--- src/rtl/xbee_tx_sequencer.sv ---
// rtl/xbee_tx_sequencer.sv - round-robin byte arbiter and baud sequencer for the XBee frame encoder
module xbee_tx_sequencer #(
    parameter int TICK_DIV      = 5208,
    parameter int GAP_TICKS     = 2,
    parameter int TIMEOUT_TICKS = 15
) (
    input  logic       Clk,
    input  logic       Reset,
    input  logic       Enable,
    input  logic       Req0,
    input  logic [7:0] Data0,
    output logic       Ack0,
    input  logic       Req1,
    input  logic [7:0] Data1,
    output logic       Ack1,
    output logic [2:0] EncState,
    output logic [7:0] EncDin,
    output logic       TickTack,
    input  logic       EncRepeat,
    output logic       Busy,
    output logic       FrameDone,
    output logic       Error
);

    typedef enum logic [2:0] {
        IDLE = 3'd0,
        LOAD = 3'd1,
        PUSH = 3'd2,
        SEND = 3'd3,
        GAP  = 3'd4
    } state_t;

    // A zero-length gap still costs one cycle so IDLE is never re-entered straight from SEND.
    localparam int          GAP_CYCLES = (GAP_TICKS == 0) ? 1 : GAP_TICKS * TICK_DIV;
    localparam logic [15:0] BAUD_LAST  = 16'(TICK_DIV - 1);
    localparam logic [3:0]  TICK_LAST  = 4'(TIMEOUT_TICKS - 1);
    localparam logic [23:0] GAP_LAST   = 24'(GAP_CYCLES - 1);

    state_t      state;
    state_t      nextState;
    logic [15:0] baudCnt;
    logic [3:0]  tickCnt;
    logic [23:0] gapCnt;
    logic        loadSecond;
    logic        lastGrant;

    logic        grant;
    logic        grantIdx;
    logic        tick;
    logic        frameEnd;
    logic        timeout;

    // Arbitration and SEND-phase events decoded from the current state and counters.
    always_comb begin
        grant    = (state == IDLE) && Enable && (Req0 || Req1);
        grantIdx = (Req0 && Req1) ? ~lastGrant : Req1;
        frameEnd = (state == SEND) && EncRepeat;
        tick     = (state == SEND) && (baudCnt == BAUD_LAST) && !EncRepeat;
        timeout  = tick && (tickCnt == TICK_LAST);
    end

    // State register.
    always_ff @(posedge Clk or posedge Reset) begin
        if (Reset) begin
            state <= IDLE;
        end else begin
            state <= nextState;
        end
    end

    // Next-state selection and the state-decoded encoder controls.
    always_comb begin
        nextState = state;
        EncState  = 3'b111;
        TickTack  = 1'b0;
        Busy      = (state != IDLE);
        case (state)
            IDLE: begin
                if (grant) nextState = LOAD;
            end
            LOAD: begin
                EncState = 3'b001;
                if (loadSecond) nextState = PUSH;
            end
            PUSH: begin
                EncState  = 3'b011;
                nextState = SEND;
            end
            SEND: begin
                EncState = 3'b100;
                TickTack = tick;
                if (frameEnd) begin
                    nextState = GAP;
                end else if (timeout) begin
                    nextState = IDLE;
                end
            end
            GAP: begin
                if (gapCnt == GAP_LAST) nextState = IDLE;
            end
            default: begin
                nextState = IDLE;
            end
        endcase
    end

    // Phase counters; each one sits at zero outside its own state so entry always starts clean.
    always_ff @(posedge Clk or posedge Reset) begin
        if (Reset) begin
            loadSecond <= 1'b0;
            baudCnt    <= 16'd0;
            tickCnt    <= 4'd0;
            gapCnt     <= 24'd0;
        end else begin
            loadSecond <= (state == LOAD) && !loadSecond;
            if (state != SEND || baudCnt == BAUD_LAST) begin
                baudCnt <= 16'd0;
            end else begin
                baudCnt <= baudCnt + 16'd1;
            end
            if (state != SEND) begin
                tickCnt <= 4'd0;
            end else if (tick) begin
                tickCnt <= tickCnt + 4'd1;
            end
            if (state != GAP) begin
                gapCnt <= 24'd0;
            end else begin
                gapCnt <= gapCnt + 24'd1;
            end
        end
    end

    // Grant capture plus the one-cycle handshake and status pulses.
    always_ff @(posedge Clk or posedge Reset) begin
        if (Reset) begin
            Ack0      <= 1'b0;
            Ack1      <= 1'b0;
            EncDin    <= 8'd0;
            lastGrant <= 1'b1;
            FrameDone <= 1'b0;
            Error     <= 1'b0;
        end else begin
            Ack0      <= grant && !grantIdx;
            Ack1      <= grant && grantIdx;
            FrameDone <= frameEnd;
            Error     <= timeout;
            if (grant) begin
                EncDin    <= grantIdx ? Data1 : Data0;
                lastGrant <= grantIdx;
            end
        end
    end

endmodule
--- config.mk ---
export PLATFORM = sky130hd
export DESIGN_NAME = xbee_tx_sequencer
export DESIGN_NICKNAME = d
export VERILOG_FILES = /design/src/rtl/xbee_tx_sequencer.sv
export SDC_FILE = /design/constraint.sdc
export NUM_CORES = 1
export LEC_CHECK = 0
export CORE_ASPECT_RATIO = 1.5
export CORE_MARGIN = 2
export CORE_UTILIZATION = 35
export DETAILED_ROUTE_END_ITERATION = 10
export MAX_ROUTING_LAYER = met4
export PLACE_DENSITY = 0.53
export SLEW_MARGIN = 0
export SYNTH_ARGS = -nofsm -noshare
export SYNTH_HDL_FRONTEND = slang
export SYNTH_SLANG_ARGS = --single-unit
--- constraint.sdc ---
create_clock -name Clk -period 2.4 [get_ports Clk]
set_clock_uncertainty 0.2 [all_clocks]
set_input_delay 0.48 -clock Clk [delete_from_list [all_inputs] [get_ports Clk]]
set_output_delay 0.48 -clock Clk [all_outputs]
set_load 0.005 [all_outputs]
==> flow_summary.yaml, run 1 <==
yosys:
  yosysWarningCount: 0
  ys_types: 37
  syn_avg_cell_area_um2: 9.574
  syn_nets: 333
  synth-async-reset-ratio: 1.000
  yosysTopAreaCellShare: 0.5109
  ys_seq_area_frac: 0.5198
  yosysTopAreaCell: "dfrtp_1"
  synth_seq_cells: 61
  synth-edff-count: 0
  synth-main-ff-cell: "dfrtp_1"
  syn_inst: 307
  synth.cell_area_um2: 2939
  synth_area_leaders: "dfrtp_1 (51%), xnor2_1 (6.9%), nor2_1 (5.4%), inv_1 (2.9%), a222oi_1 (2.7%)"
status:
  violations: "negative setup slack"
  outcome: "finished, violations left"
detailed_routing:
  vias_per_cell: 5.133
  first_iter_violations: 128
  drc: 0
  routed_wirelength_um: 6986
  drt_pass1_iterations: 4
  wl_per_cell_um: 14.49
  num_vias: 2474
  ant_nets: 0
placed_design:
  place_ws_ps: -428.4
  dp_hpwl_um: 4969
  numPortBuffers: 38
  gp_congestion: 0.7837
grt:
  grt.total_usage: 0.1748
  grt_pass1_vias: 2472
  antenna_found_initial: 0
  grt_max_degree: 62
  overflow: 0
  grt_pass1_wl_um: 11800
clocking:
  cts_buffer_depth: 2
  cts_sinks: 61
  clk_latency_ps: 330
  numCtsBuffers: 9
  cts_tree: "yes"
  htree_levels: 3
  ctsRootBufferMaster: "clkbuf_16"
  clk_pin_slew_ps: 50
worst_setup_path:
  crit_path_max_fanout: 2
  slowest_delay_ps: 570
  crit_top_cell: "or4_4"
  arrival_ps: 2020
  worst-path-buf-inv: 1
  crit_required_ps: 1720
  cpLargestDelayFamily: "simple AND/OR/NAND/NOR gates"
  critPathKind: "flop to output port"
  start_kind: "flop"
  crit_path_end_kind: "output port"
  cp_cell_sequence: "or4_4, or4_4, nor2_4, buf_2"
  r2r_slack_ps: -110
  cp_slowest_cell: "or4_4"
floorplan:
  die-area_um2: 9161
  coreArea_um2: 8108
  die_x_um: 78.82
  io-pin-count: 39
  dieHeight_um: 116.2
  start_util: 0.3625
  fp-row-count: 40
sta:
  period_share: 1.127
  period_needed_ps: 2705
  fmax_ghz: 0.3697
  finalWorstSetupSlack_ps: -304.8
  grt_setup_unrepaired: "true"
  hold_ws_ps: 275.3
  tightestPinTransition_ps: 668.3
  finalSetupViolCount: 4
  finalHoldViolCount: 0
  slew_violations: 0
  slew_headroom: 0.5535
layout:
  final_common_cell: "dfrtp_1"
  area_delta_synth_final_pct: 35.16
  fin_nets: 398
  antenna_cells: 0
  layout-drive-gt1-share: 0.1618
  final_cell_mix: "dfrtp_1 (60), nor2_1 (41), clkdlybuf4s50_1 (35), buf_4 (25), xnor2_1 (23)"
pwr:
  clkPwrFrac: 0.391
  p_per_area_nw_per_um2: 812.7
  switching_power_uw: 846.7
  p_leak_uw: 0.001599
  pwr-share-seq: 0.378
  switching_share: 0.2622
  combPwrFrac: 0.231
  p_int_uw: 2382
  ir_worst_vdd_v: 0.0004201
hold_path:
  hold_path_class: "flop to flop"
flow_run:
  cap_violations: 0
-- flip-flops by register name, summed over array words and instances, names as in the netlist, 3 cells and up --
signal,flops
tickCnt,4
EncDin,8
gapCnt,24
baudCnt,16
state,3
-- Yosys cell counts (10+ instances only) --
library cell  number
a21oi_1           15
clkbuf_1          10
dfrtp_1           60
inv_1             23
nand2_1           14
nand3_1           15
nand4_1           10
nor2_1            42
nor4_1            10
o21ai_0           12
or3_1             11
xnor2_1           23
-- kinds of logic (layout without fill, tap and decap cells) --
group                    after synthesis  after routing  share of synthesized area
AND/OR/NAND/NOR                      135            135                     0.2380
flip-flops                            61             61                     0.5198
AO/OA/AOI/OAI                         45             45                    0.09962
buffers and inverters                 35            105                    0.04512
adder cells (fa/ha/maj)                4              4                    0.01703
XOR/XNOR                              27             27                    0.08046
-- routing by layer --
metal | track usage | vias up | share of wire
li1 | - | 1218 | -
met1 | 0.1917 | 1200 | 0.40
met2 | 0.2974 | 41 | 0.54
met3 | 0.03864 | 15 | 0.030
met4 | 0.09080 | 0 | 0.027
met5 | - | - | 0
-- stage by stage --
step / util / std cells / setup TNS, ps / area (um^2) / power, uW
finish: 0.4900 / 482 / -521.5 / 3973 / 3229
global route: 0.4900 / 482 / -718.6 / 3973 / 3410
CTS: 0.4858 / 481 / -330.3 / 3939 / 3278
detailed placement: 0.4465 / 465 / -850.1 / 3620 / 1979
global placement: 0.4465 / 465 / -701.7 / 3620 / 1964
floorplan: - / 307 / 0 / 2939 / 1567
-- cell type report --
cell class / instances / area, um^2
clock buffers: 11 / 242.7
clock inverters: 5 / 50.05
fillers: 787 / 4135
inverters: 23 / 86.33
multi-input cells: 211 / 1328
flip-flops and latches: 61 / 1528
well taps: 105 / 131.4
repair buffers: 66 / 606.8
-- final timing paths --
path,to,cells past startpoint,from
setup / recovery,TickTack,4,baudCnt[7]$_DFF_PP0_
hold / removal,loadSecond$_DFF_PP0_,1,loadSecond$_DFF_PP0_
setup reg to reg,tickCnt[3]$_DFFE_PP0P_,6,baudCnt[7]$_DFF_PP0_
hold reg to reg,loadSecond$_DFF_PP0_,1,loadSecond$_DFF_PP0_
max in group asynchronous,lastGrant$_DFFE_PP1P_,3,Reset
min in group asynchronous,EncDin[2]$_DFFE_PP0P_,3,Reset
-- power by group through the flow --
stage                     sequential, uW  clock, uW  combinational (uW)
after floorplan                     1230          0                 336
after global placement              1230          0                 738
after detailed placement            1230          0                 747
after CTS                           1220       1300                 760
after global routing                1230       1350                 825
final                               1220       1260                 745
-- timing repair --
item                       4_1_cts  5_1_grt
resized for setup               13        7
setup endpoints to repair        4        5
buffers inserted                 0        1
pin swaps                        4        4
hold buffers                     0        0
Power figures use the tool's default switching activity.
==> inputs of run 2 (changes only) <==
--- a/config.mk
+++ b/config.mk
@@ -7,10 +7,10 @@
 export LEC_CHECK = 0
 export CORE_ASPECT_RATIO = 1.5
 export CORE_MARGIN = 2
-export CORE_UTILIZATION = 35
+export CORE_UTILIZATION = 25
 export DETAILED_ROUTE_END_ITERATION = 10
 export MAX_ROUTING_LAYER = met4
-export PLACE_DENSITY = 0.53
+export PLACE_DENSITY = 0.4
 export SLEW_MARGIN = 0
 export SYNTH_ARGS = -nofsm -noshare
 export SYNTH_HDL_FRONTEND = slang
==> run 2 against run 1 <==
Effect of this change: the flow still finishes with violations (negative setup slack); register-to-register slack worse by 210 ps; worst setup slack worse by 19 ps; power fell by 0.67%; critical path depth is the same; combinational power up 0.9%; sequential share of layout area down 0.79 points; wire length is 13% higher; cell area rose by 2.1%; flip-flop and latch count stayed put; non-clock buffer count rose by 5; sequential power is essentially flat; fmax down 0.69%.
==> flow_summary.yaml, run 2 (synthesized netlist as in run 1, its figures left out) <==
status:
  outcome: "finished, violations left"
  violations: "negative setup slack"
clocking:
  cts_tree: "yes"
  ctsHoldBuffers: 0
  numCtsBuffers: 9
  clk_pin_slew_ps: 50
  ctsRootBufferMaster: "clkbuf_16"
  cts_sinks: 61
  cts_buffer_depth: 2
  htree_levels: 3
  clk_latency_ps: 330
detailed_routing:
  drc: 0
  first_iter_violations: 124
  num_vias: 2527
  ant_nets: 0
  drt_pass1_iterations: 5
  vias_per_cell: 4.750
  routed_wirelength_um: 7869
  wl_per_cell_um: 14.79
floorplan:
  die_x_um: 92.53
  fp-row-count: 48
  coreArea_um2: 11470
  die-area_um2: 12660
  dieHeight_um: 136.8
  start_util: 0.2562
  io-pin-count: 39
worst_setup_path:
  critPathKind: "flop to output port"
  r2r_slack_ps: -320
  cpLargestDelayFamily: "simple AND/OR/NAND/NOR gates"
  slowest_delay_ps: 570
  arrival_ps: 2040
  cp_slowest_cell: "or4_4"
  crit_top_cell: "or4_4"
  crit_cells: 4
  crit_path_end_kind: "output port"
  timing.rr.end: "tickCnt[3]$_DFFE_PP0P_"
  startpoint: "baudCnt[15]$_DFF_PP0_"
  critPathCapture: "TickTack"
  start_kind: "flop"
  crit_path_max_fanout: 2
  r2r-start: "baudCnt[15]$_DFF_PP0_"
  crit_required_ps: 1720
  cp_cell_sequence: "or4_4, or4_4, nor2_4, buf_2"
  worst-path-buf-inv: 1
  r2r_cells: 8
sta:
  period_share: 1.135
  slew_headroom: 0.6233
  period_needed_ps: 2724
  fmax_ghz: 0.3671
  slew_violations: 0
  finalHoldViolCount: 0
  hold_ws_ps: 263.3
  grt_setup_unrepaired: "true"
  tns_ps: -1214
  finalSetupViolCount: 5
  tightestPinTransition_ps: 557.2
  finalWorstSetupSlack_ps: -323.7
layout:
  layout-drive-gt1-share: 0.1649
  final_common_cell: "dfrtp_1"
  reg_top3: "gapCnt: 24 flops, baudCnt: 16 flops, EncDin: 8 flops"
  final_cell_mix: "dfrtp_1 (60), nor2_1 (41), clkdlybuf4s50_1 (35), buf_4 (28)"
  area_delta_synth_final_pct: 38.02
  top_register: "gapCnt"
  layoutNonFillerInstCount: 532
  fin_nets: 403
  antenna_cells: 0
  largest_register_ffs: 24
grt:
  overflow: 0
  grt_pass1_wl_um: 13120
  antenna_found_initial: 0
  grt_pass1_vias: 2620
  grt_max_degree: 62
  grt.total_usage: 0.1395
placed_design:
  place_ws_ps: -493.3
  dp.cells: 511
  dp_hpwl_um: 5526
  numPortBuffers: 38
  gp_congestion: 0.7595
pwr:
  power_uw: 3207
  p_per_area_nw_per_um2: 790.6
  p_leak_uw: 0.001618
  ir_worst_vdd_v: 0.0003501
hold_path:
  hold_path_class: "flop to flop"
  min-delay-start: "loadSecond$_DFF_PP0_"
flow_run:
  cap_violations: 0
[run 2: cell count changes in the layout (fill, tap and decap cells not counted), sizes merged]
cell | previous run | this run
clkinv | 4 | 1
bufinv | 1 | 0
buf | 29 | 34
dlygate4sd2 | 1 | 2
clkbuf | 11 | 15
dlymetal6s2s | 1 | 0
[run 2: report_power, final]
group	total, uW	internal, uW	switching, uW
clock network	1230	783	451
registers	1220	1150	69.1
logic	752	405	347
total	3210	2340	868
[run 2: worst min path at each step]
| stage | to | slack [ps] | cells after the start |
|---|---|---|---|
| global placement | loadSecond$_DFF_PP0_ | 250 | 1 |
| finish | loadSecond$_DFF_PP0_ | 260 | 1 |
| global route | loadSecond$_DFF_PP0_ | 290 | 1 |
| detailed placement | loadSecond$_DFF_PP0_ | 250 | 1 |
| CTS | loadSecond$_DFF_PP0_ | 270 | 1 |
| floorplan | loadSecond$_DFF_PP0_ | 230 | 1 |
[run 2: layout make-up]
cell class	count	area, um^2
inverter	23	86.33
sequential	61	1528
timing repair buffer	71	648.1
fill	1198	7415
tap	150	187.7
multi-input combinational	211	1324
clock buffer	15	277.8
clock inverter	1	5.005
[run 2: routing by layer]
layer,global-route usage,wire [um],up-vias
li1,-,-,1228
met1,0.1491,3116,1259
met3,0.03084,240,12
met2,0.2486,4368,28
met5,-,0,-
met4,0.05721,144,0
[run 2: repair_timing]
| action | 4_1_cts | 5_1_grt |
|---|---|---|
| pin swaps | 4 | 4 |
| setup buffers | 3 | 2 |
| setup endpoints to repair | 6 | 10 |
| gates resized for setup | 15 | 6 |
[run 2: stage by stage]
stage	cell area, um^2	utilization
6_report	4056	0.3536
5_1_grt	4056	0.3536
4_1_cts	4013	0.3498
3_5_place_dp	3684	0.3211
3_3_place_gp	3684	0.3211
2_1_floorplan	2939	-
